File: src/rtl/fib_pkg.sv
// ---------------------------------------------------------------------------
// fib_pkg
// Shared definitions for the Fibonacci sequencer slice.
//   state_e : sequencer FSM states (IDLE, LOAD, RUN, FIN)
//   N_W     : default width of index n, counter ts and Alu dec bus
//   F_W     : default result width
//   FIB_SAT : saturation value for the default result width
// ---------------------------------------------------------------------------
package fib_pkg;

  localparam int N_W = 3;
  localparam int F_W = 8;

  localparam logic [F_W-1:0] FIB_SAT = '1;

  typedef enum logic [1:0] {
    IDLE = 2'd0,
    LOAD = 2'd1,
    RUN  = 2'd2,
    FIN  = 2'd3
  } state_e;

endpackage

File: src/rtl/fib_acc.sv
// ---------------------------------------------------------------------------
// fib_acc
// Fibonacci accumulator pair (a, b) with a saturating adder.
// Ports:
//   clk    in   system clock, rising edge
//   rst_n  in   asynchronous active-low reset
//   init_i in   load a=0, b=1 and clear the overflow flag
//   step_i in   advance one iteration: a<=b, b<=sat(a+b)
//   b_o    out  current b (F(k) after k-1 steps)
//   ovf_o  out  sticky saturation flag, cleared by init_i
// ---------------------------------------------------------------------------
module fib_acc
  import fib_pkg::*;
#(
  parameter int F_W = fib_pkg::F_W
) (
  input  logic           clk,
  input  logic           rst_n,
  input  logic           init_i,
  input  logic           step_i,
  output logic [F_W-1:0] b_o,
  output logic           ovf_o
);

  logic [F_W-1:0] a_q, a_d;
  logic [F_W-1:0] b_q, b_d;
  logic           ovf_q, ovf_d;
  logic [F_W:0]   sum;

  always_comb begin
    a_d   = a_q;
    b_d   = b_q;
    ovf_d = ovf_q;
    // One extra bit so the carry-out flags saturation directly.
    sum   = {1'b0, a_q} + {1'b0, b_q};
    if (init_i) begin
      a_d   = '0;
      b_d   = F_W'(1);
      ovf_d = 1'b0;
    end else if (step_i) begin
      a_d = b_q;
      if (sum[F_W]) begin
        b_d   = '1;
        ovf_d = 1'b1;
      end else begin
        b_d = sum[F_W-1:0];
      end
    end
  end

  always_ff @(posedge clk or negedge rst_n) begin
    if (!rst_n) begin
      a_q   <= '0;
      b_q   <= '0;
      ovf_q <= 1'b0;
    end else begin
      a_q   <= a_d;
      b_q   <= b_d;
      ovf_q <= ovf_d;
    end
  end

  assign b_o   = b_q;
  assign ovf_o = ovf_q;

endmodule

File: src/rtl/fib_seq_ctrl.sv
// ---------------------------------------------------------------------------
// fib_seq_ctrl
// Sequencer for the external 3-bit decrement/compare Alu of the Fibonacci
// datapath. Latches n on an accepted start, loads it into the Alu counter
// path, steps the counter down once per iteration while the accumulator pair
// advances, and presents F(n) with a one-cycle done pulse.
// Ports:
//   clk       in   system clock, rising edge
//   rst_n     in   asynchronous active-low reset
//   start     in   request, accepted only in IDLE (and not with abort)
//   abort     in   synchronous cancel back to IDLE, no done
//   n         in   Fibonacci index, sampled on the accepted start
//   busy      out  high in LOAD, RUN and FIN
//   done      out  one-cycle pulse in FIN
//   result    out  F(n), valid from done until the next accepted start
//   overflow  out  saturation occurred in the current/last run
//   alu_n     out  latched index, to Alu n
//   alu_ts    out  counter register, to Alu ts
//   alu_ins   out  Alu select: 1 = dec returns n, 0 = dec returns ts-1
//   alu_modes out  Alu compare mode (always 0: lt means ts<=1)
//   alu_dec   in   Alu mux/decrement output
//   alu_lt    in   Alu terminal flag
// ---------------------------------------------------------------------------
module fib_seq_ctrl
  import fib_pkg::*;
#(
  parameter int N_W = fib_pkg::N_W,
  parameter int F_W = fib_pkg::F_W
) (
  input  logic           clk,
  input  logic           rst_n,
  input  logic           start,
  input  logic           abort,
  input  logic [N_W-1:0] n,
  output logic           busy,
  output logic           done,
  output logic [F_W-1:0] result,
  output logic           overflow,
  output logic [N_W-1:0] alu_n,
  output logic [N_W-1:0] alu_ts,
  output logic           alu_ins,
  output logic           alu_modes,
  input  logic [N_W-1:0] alu_dec,
  input  logic           alu_lt
);

  state_e         state_q, state_d;
  logic [N_W-1:0] n_q, n_d;
  logic [N_W-1:0] ts_q, ts_d;
  logic [F_W-1:0] result_q, result_d;
  logic [F_W-1:0] fin_val;
  logic           acc_init;
  logic           acc_step;
  logic [F_W-1:0] acc_b;
  logic           acc_ovf;

  fib_acc #(
    .F_W(F_W)
  ) u_acc (
    .clk   (clk),
    .rst_n (rst_n),
    .init_i(acc_init),
    .step_i(acc_step),
    .b_o   (acc_b),
    .ovf_o (acc_ovf)
  );

  always_comb begin
    state_d  = state_q;
    n_d      = n_q;
    ts_d     = ts_q;
    result_d = result_q;
    acc_init = 1'b0;
    acc_step = 1'b0;
    alu_ins  = 1'b0;
    busy     = 1'b1;
    done     = 1'b0;
    // F(0) is 0, but the accumulator starts with b=1, so n=0 is special-cased.
    fin_val  = (n_q == '0) ? '0 : acc_b;

    unique case (state_q)
      IDLE: begin
        busy = 1'b0;
        if (start && !abort) begin
          n_d     = n;
          state_d = LOAD;
        end
      end
      LOAD: begin
        alu_ins = 1'b1;
        if (abort) begin
          state_d = IDLE;
        end else begin
          ts_d     = alu_dec;
          acc_init = 1'b1;
          result_d = '0;
          state_d  = RUN;
        end
      end
      RUN: begin
        if (abort) begin
          state_d = IDLE;
        end else if (alu_lt) begin
          state_d = FIN;
        end else begin
          acc_step = 1'b1;
          ts_d     = alu_dec;
        end
      end
      FIN: begin
        // An abort here drops the pulse and leaves result untouched.
        state_d = IDLE;
        if (!abort) begin
          done     = 1'b1;
          result_d = fin_val;
        end
      end
      default: state_d = IDLE;
    endcase
  end

  always_ff @(posedge clk or negedge rst_n) begin
    if (!rst_n) begin
      state_q  <= IDLE;
      n_q      <= '0;
      ts_q     <= '0;
      result_q <= '0;
    end else begin
      state_q  <= state_d;
      n_q      <= n_d;
      ts_q     <= ts_d;
      result_q <= result_d;
    end
  end

  // The register only captures F(n) at the end of FIN; bypass it during the
  // done cycle so result is already valid alongside the pulse.
  assign result    = done ? fin_val : result_q;
  assign overflow  = acc_ovf;
  assign alu_n     = n_q;
  assign alu_ts    = ts_q;
  assign alu_modes = 1'b0;

endmodule

File: config.mk
export PLATFORM = sky130hd
export DESIGN_NAME = fib_seq_ctrl
export DESIGN_NICKNAME = d
export VERILOG_FILES = /design/src/rtl/fib_pkg.sv /design/src/rtl/fib_acc.sv /design/src/rtl/fib_seq_ctrl.sv
export SDC_FILE = /design/constraint.sdc
export NUM_CORES = 1
export LEC_CHECK = 0
export CAP_MARGIN = 20
export CELL_PAD_IN_SITES_DETAIL_PLACEMENT = 2
export CELL_PAD_IN_SITES_GLOBAL_PLACEMENT = 2
export CORE_UTILIZATION = 37
export CTS_CLUSTER_SIZE = 14
export DETAILED_ROUTE_END_ITERATION = 8
export HOLD_SLACK_MARGIN = 0.12
export PLACE_DENSITY_LB_ADDON = 0.1
export SETUP_SLACK_MARGIN = 0.1
export SKIP_LAST_GASP = 1
export SYNTH_ARGS = -nofsm -noshare
export SYNTH_HDL_FRONTEND = slang
export SYNTH_SLANG_ARGS = --single-unit
File: constraint.sdc
create_clock -name clk -period 3.4 [get_ports clk]
set_input_delay 0.68 -clock clk [delete_from_list [all_inputs] [get_ports clk]]
set_output_delay 0.68 -clock clk [all_outputs]
set_load 0.005 [all_outputs]
# Word-level counts from Yosys, hierarchy flattened
# Cells that the tools add are included.
[word_totals]
ff_bits = 33
latch_bits = 0
ram_bits = 0
romBits = 0
input_bits = 11
out_inout_bits = 19
n_memories = 0
[classes]
n_addsub = 1
n_mul = 0
div = 0
n_lt_le_gt_ge = 0
n_eq_ne = 9
shifts = 0
n_mux = 30
bitwise_logic = 0
n_reduce_logical = 13
[op_table]
columns = ["operator", "count"]
rows = [
  ["two-way mux 8 bit", 9],
  ["case mux 8 bit (2 select lines)", 1],
  ["two-way mux 1 bit", 11],
  ["inequality test 2 bit (second input constant)", 5],
  ["adder 8 x 8 -> 9 bit", 1],
  ["two-way mux 3 bit", 3],
  ["two-way mux 2 bit", 4],
  ["case mux 2 bit (4 select lines)", 1],
  ["nonzero test 2 bit", 4],
  ["case mux 3 bit (2 select lines)", 1],
  ["AND reduction 2 bit", 3],
  ["== test 2 bit (second input constant)", 2],
  ["AND reduction 4 bit", 1],
  ["zero test 3 bit", 1],
  ["inequality test 3 bit (second input constant)", 1],
  ["AND reduction 3 bit", 1],
  ["== test 2 x 1 -> 1 bit (second input constant)", 1],
  ["zero test 2 bit", 1],
  ["logical AND 1 bit", 1],
  ["zero test 1 bit", 1],
]

# Logic depth before layout (Yosys ltp)
# Gate-level depths: netlist (run 1).
[depth]
ltp_word = 5
mapped_depth = 7

# Modules after synthesis
# Synthesis (run 1) repeated with hierarchy kept, for this count alone.
[hier_totals]
hier_cells = 158
hier_area_um2 = 1811.7
[by_module_without_submodules]
columns = ["module", "instances", "cells_per_inst", "area_per_inst_um2"]
rows = [
  ["fib_acc", 1, 98, 1026.0],
  ["fib_seq_ctrl", 1, 60, 785.8],
]

# Worst setup path before layout (run 1)
# OpenSTA, ideal clock, no wires.
[synth_timing]
kind = "input port to output port"
from = "input port abort"
to = "output port result[0]"
arrival_ns = 1.452
t_required_ns = 2.720
path_slack_ns = 1.268
cell_stages = 4
cell_sequence = "nand3b_4 > nor2_2 > buf_2 > a22o_1"
[synth_via]
elab_chain_cells = 3
[synth_rtl]
columns = ["item", "line", "rtl"]
rows = [
  ["start, declared", "fib_seq_ctrl.sv:33", "input logic abort,"],
  ["two-way mux 1 bit", "fib_seq_ctrl.sv:113", "if (!abort) begin"],
  ["two-way mux 1 bit", "fib_seq_ctrl.sv:81", "unique case (state_q)"],
  ["two-way mux 8 bit", "fib_seq_ctrl.sv:138", "assign result = done ? fin_val : result_q;"],
  ["end, declared", "fib_seq_ctrl.sv:37", "output logic [F_W-1:0] result,"],
]
# Every way passes these cells.

# Worst setup path after layout (run 1)
[layout_timing]
from = "input port abort"
to = "output port result[3]"
# Same word-level chain as after synthesis.

==> metrics.txt, run 1 <==
port bufs 28; Syn Nets about 190; gr ovfl total 0; number of setup violations in the final report 0; htree depth 2; largest net degree at the start of global routing 34; Fmax 320.1 MHz; Final min period roughly 3.1 ns; Core Area approximately 0.0047 mm^2; Min-Delay Path Class flop to flop; die height ~72 um; Worst Max-Slew Pin Slew 0.6784 ns; yosys warns 0; post-layout net count between 200 and 250; Avg Vias per Cell about 5.3; CTS sink cnt 33; DR pass1 iterations 2; Post-DP Area approximately 0.0021 mm^2; Clock Skew 0.005166 ns; Synth cell types 38; initial antenna violation count 0; Top FF cell, synth dfrtp_1; setup_tns 0 ns; post-synthesis sequential area ratio between 40% and 50%; Core Util, Final a little under half; ys async rst share between 90% and 100%; Via Count 1391; Placer Congestion 0.8335; Post-CTS Setup Bufs 0; RSZ-0062 raised after global routing no; Initial Util between 30% and 40%; Std-Cell Rows 25; total CTS buffers 5; hold buffers post-CTS 0; Clock Latency Late Sink between 0.2 and 0.3 ns; final design area excluding fillers 0.002218 mm^2; Fin. Hold Viols 0; Netlist Area Pre-Place approximately 0.0018 mm^2; instance count of the mapped netlist roughly 170; CP Max Fanout 13; die width between 70 and 80 um; CP Class input pin to primary output; layout cells sized above 1 14.43%; ANT cells 0; non-filler cells in the finished layout between 200 and 300; max_slew headroom 54.58%; status completed; WL per Instance between 15 and 20 um; worst hold slack 0.5119 ns; Clock Path Buffers 2; area delta synth->final 21.36%; Max Slew Vio Count 0; total wire length 4790 um; post_cts resized 0; leak pwr 0.9553 nW; first-pass GRT wire length ~8100 um; vias in the first global route 1537; Critical Path RT 2.72 ns; maximum vdd ir drop 284.3 uV; die area ~0.0052 mm^2; pwr dens around 570 mW/mm^2; EDFF count, synth 0; clock-pin slew on the worst setup and hold paths 0.06 ns; final total power 1.255 mW; hpwl dp around 3500 um; CTS tree built; Critical Path Start Type input pin; Syn Area/Cell 11.08 um^2; #FFs+latches synth 33; commonest non-fill, non-tap cell in the layout dfrtp_1; cell count after placement 255; Root Buffer clkbuf_8; Setup WS pre-CTS about 0.25 ns; maxcap violations 0; final period utilization slightly above 90%; post-route ant nets 0; drt initial violations 27; I/O pin total 30; worst setup margin between 0.2 and 0.3 ns; WP data arrival about 2.4 ns; Crit. End Element primary output; commonest non-fill, non-tap cells in the layout dfrtp_1 (33), clkdlybuf4s50_1 (28), a21oi_1 (18), a22o_1 (17), nand2_1 (17); drt drc 0; GRT Util Overall roughly 20%
==> layer usage <==
layer | GRT usage (%) | routed length (um) | up-vias
li1 | - | - | 657
met1 | 26.61 | 2226 | 707
met2 | 35.20 | 2413 | 20
met3 | 3.750 | 102 | 7
met4 | 5.229 | 47 | 0
met5 | 0 | 0 | -
==> cell type report <==
class | count | area [um^2]
Clock buffer | 5 | 68.82
Sequential cell | 33 | 825.8
Clock inverter | 1 | 5.005
Timing Repair Buffer | 32 | 310.3
Fill cell | 496 | 2505
Multi-Input combinational cell | 121 | 917.1
Inverter | 2 | 7.507
Tap cell | 67 | 83.83
==> logic make-up (layout without fill, tap and decap cells) <==
logic type | count (synthesis) | in the layout | synth area share (%)
flops | 33 | 33 | 45.17
xor+xnor | 6 | 6 | 2.875
compound gates | 51 | 51 | 19.71
fa+ha+maj | 9 | 9 | 6.571
other cells | 1 | 1 | 0.2051
buf+inv | 11 | 40 | 4.654
mux | 9 | 9 | 6.023
simple gates | 45 | 45 | 14.78
==> power breakdown <==
group	total, mW	internal [mW]	switching (mW)
Combinational	0.419	0.224	0.195
Sequential	0.568	0.471	0.0975
Clock	0.267	0.134	0.133
Total	1.25	0.830	0.425
==> cell usage after synthesis, types with 2 or more instances <==
cell type	instances	area, um^2
a22o_1	17	148.9
inv_1	2	7.510
mux2_4	3	45.04
a31oi_1	6	37.54
ha_1	8	100.1
o21ai_1	2	10.01
nor2_1	9	33.78
xnor2_1	6	52.55
a21oi_1	18	90.09
nand2_1	17	63.81
mux2i_1	2	20.02
nand2b_1	3	18.77
nor2_4	2	22.52
buf_2	2	10.01
nor3_1	4	20.02
mux2_2	4	45.04
buf_6	4	45.04
buf_4	3	22.52
dfrtp_1	33	825.8
a211oi_1	2	15.01
==> worst paths after layout <==
path	startpoint	endpoint	slack, ns	depth (start not counted)
max in group asynchronous	rst_n	u_acc.a_q[3]	2.28	2
setup / recovery	abort	result[3]	0.28	6
hold reg to reg	result_q[4]	result_q[4]	0.51	1
min in group asynchronous	rst_n	state_q[0]	0.80	2
setup reg to reg	u_acc.b_o[0]	u_acc.b_o[3]	0.91	6
hold / removal	result_q[4]	result_q[4]	0.51	1
==> critical path, stage by stage <==
cell and delay [ns]:
clkdlybuf4s50_1 0.43, nand3b_4 0.24, nor2_2 0.22, buf_4 0.22, a22o_1 0.15, clkdlybuf4s50_1 0.50
==> flip-flops by register name (all words and copies together), names as in the netlist <==
register / flops
result_q: 8
u_acc.a_q: 8
state_q: 2
alu_n: 3
u_acc.ovf_o: 1
alu_ts: 3
u_acc.b_o: 8
No activity file was read; power rests on OpenSTA's default activity.
==> run 2: changes to the inputs <==
Settings changed: CORE_ASPECT_RATIO from default to 1.1.
==> run 2 against run 1 <==
Clock-buffer cell count did not move; global-route usage shrank 0.11 points; flip-flop and latch count is the same; cell count fell by 4.2%; setup slack improved by 0.063 ns; largest cell class unchanged; highest routed layer unchanged; critical path depth is 1 lower; power hardly changed; via count is 1.2% higher; final area shrank 0.39%.
==> metrics.txt, run 2 (synthesis results as in run 1) <==
WL per Instance 18.75 um (+2.2%); Std-Cell Rows 26 (+4.0%); P_int 0.8303 mW (about the same); post-layout net count 215 (unchanged); DR pass1 iterations 3 (+1); I/O pin total 30 (unchanged); CP Max Fanout 14 (+1); RSZ-0062 raised after global routing no; area delta synth->final 20.88%; Final min period 3.062 ns (-0.06291 ns); Fin. Hold Viols 0 (unchanged); non-filler cells in the finished layout 250 (-4.2%); WP data arrival 2.38 ns (-0.06 ns); die area 0.005226 mm^2 (about the same); die width 69.02 um (-4.5%); Via Count 1408 (+1.2%); commonest non-fill, non-tap cell in the layout dfrtp_1; switch share 33.82% (-0.049 points); Crit path top cell by count clkdlybuf4s50_1; power share of the combinational group 33.0% (-0.4 points); hold buffers post-CTS 0 (unchanged); maximum vdd ir drop 208.8 uV (-27%); setup slack, reg-to-reg 0.96 ns (+0.05 ns); Clock Power Share 21.9% (+0.6 points); layout cells sized above 1 14.43% (unchanged); max_slew headroom 65.25% (+11 points); htree depth 2 (unchanged); worst hold slack 0.5129 ns (+0.0009760 ns); die height 75.72 um (+4.7%); CTS tree built; clock-pin slew on the worst setup and hold paths 0.07 ns (about the same); largest net degree at the start of global routing 34 (unchanged); switching pwr 0.4243 mW (-0.15%); total wire length 4687 um (-2.2%); slowest stage cell, crit path clkdlybuf4s50_1; Max Slew Vio Count 0 (unchanged); port bufs 28 (unchanged); R2R cell count 6 (unchanged); first-pass GRT wire length 8155 um (+0.85%); Clock Skew 0.003545 ns (-0.001621 ns); Buf/Inv on CP 2 (-1); Hold Startpoint alu_ts[2]; initial antenna violation count 0 (unchanged); maxcap violations 0 (unchanged); Seq pwr share 45.1% (-0.2 points); post-route ant nets 0 (unchanged); Critical Path RT 2.72 ns (about the same); crit-path cells clkdlybuf4s50_1 > nand3b_4 > nor2_4 > a22o_1 > clkdlybuf4s50_1; Critical Path Start Type input pin; cell count after placement 244 (-4.3%); CP max stage delay 0.50 ns (about the same); status completed; setup_tns 0 ns (unchanged); Fmax 326.6 MHz (+2.1%); Crit. End Element primary output; drt drc 0 (unchanged); gr ovfl total 0 (unchanged); pwr dens 567.8 mW/mm^2 (+0.39%); Root Buffer clkbuf_8; CTS sink cnt 33 (unchanged); worst setup margin 0.3385 ns (+0.06291 ns); Avg Vias per Cell 5.632 (+5.7%); drt initial violations 82 (+200%); FF-to-FF Start u_acc.b_o[0]; number of setup violations in the final report 0 (unchanged); Min-Delay Path Class flop to flop; Core Area 0.004684 mm^2 (-0.82%); leak pwr 0.9556 nW (about the same); CP top delay family buffers and inverters; Clock Latency Late Sink 0.29 ns (about the same); hpwl dp 3492 um (-1.3%); ANT cells 0 (unchanged); GRT Util Overall 20.38% (-0.11 points); Placer Congestion 0.8307 (-0.34%); total CTS buffers 5 (unchanged); final period utilization 90.04% (-1.9 points); final total power 1.255 mW (about the same); Worst Max-Slew Pin Slew 0.5173 ns (-0.1611 ns); Hold Crit Endpoint alu_ts[2]; vias in the first global route 1554 (+1.1%); r2r endpoint u_acc.b_o[6]; Setup WS pre-CTS 0.1406 ns (-0.1128 ns); Hold Crit Depth 1 (unchanged); Clock Path Buffers 2 (unchanged); CP Class input pin to primary output; Initial Util 39.02% (+0.32 points); commonest non-fill, non-tap cells in the layout dfrtp_1 (33), clkdlybuf4s50_1 (28), a21oi_1 (18), a22o_1 (17), nand2_1 (17)
run 2: cell count changes in the layout (fill, tap and decap cells not counted):
| cell | delta |
|---|---|
| nor2_4 | +1 |
| nor2_2 | -1 |
run 2: worst reg2reg max path, delay by kind of cell, from the launching register on:
family | cells | cell delay (ns)
compound gates | 2 | 0.60
flops | 1 | 0.44
simple gates | 2 | 0.58
fa+ha+maj | 2 | 0.68
run 2: worst max-delay path by stage:
| stage | from | end | slack (ns) | cells after the start |
|---|---|---|---|---|
| 6_report | abort | result[1] | 0.34 | 5 |
| 3_3_place_gp | abort | result[7] | 0.27 | 5 |
| 5_1_grt | abort | result[3] | 0.23 | 5 |
| 4_1_cts | abort | result[1] | 0.14 | 5 |
| 2_1_floorplan | abort | result[0] | 1.27 | 4 |
| 3_5_place_dp | abort | result[1] | 0.14 | 5 |
run 2: area by class of cell:
| cell class | count | area [um^2] |
|---|---|---|
| clock inverters | 1 | 5.005 |
| fillers | 494 | 2475 |
| multi-input cells | 121 | 922.1 |
| repair buffers | 32 | 310.3 |
| well taps | 56 | 70.07 |
| clock buffers | 5 | 68.82 |
| flip-flops and latches | 33 | 825.8 |
| inverters | 2 | 7.507 |
run 2: stage by stage:
step	cell area, um^2	util [%]
6_report	2210	47.17
3_5_place_dp	2131	45.49
3_3_place_gp	2131	45.49
2_1_floorplan	1828	-
5_1_grt	2210	47.17
4_1_cts	2205	47.06
run 2: power groups by stage:
stage                     combinational [mW]  sequential (mW)  clock (mW)
after floorplan                        0.274            0.536           0
after global placement                 0.393            0.564           0
after detailed placement               0.414            0.577           0
after CTS                              0.419            0.569       0.285
after global routing                   0.465            0.578       0.301
final                                  0.413            0.566       0.275
run 2: layer usage:
| layer | routed length [um] | vias up | global-route usage, % |
|---|---|---|---|
| met4 | 38 | 0 | 6.122 |
| met3 | 152 | 5 | 5.291 |
| met5 | 0 | - | 0 |
| met1 | 2046 | 725 | 24.85 |
| li1 | - | 656 | - |
| met2 | 2449 | 22 | 36.03 |
run 2: repair_timing:
action                                  CTS  global route
setup buffers                             0             0
endpoints found under the setup margin    0             8
hold endpoints to repair                  0             0
resized for setup                         0             1
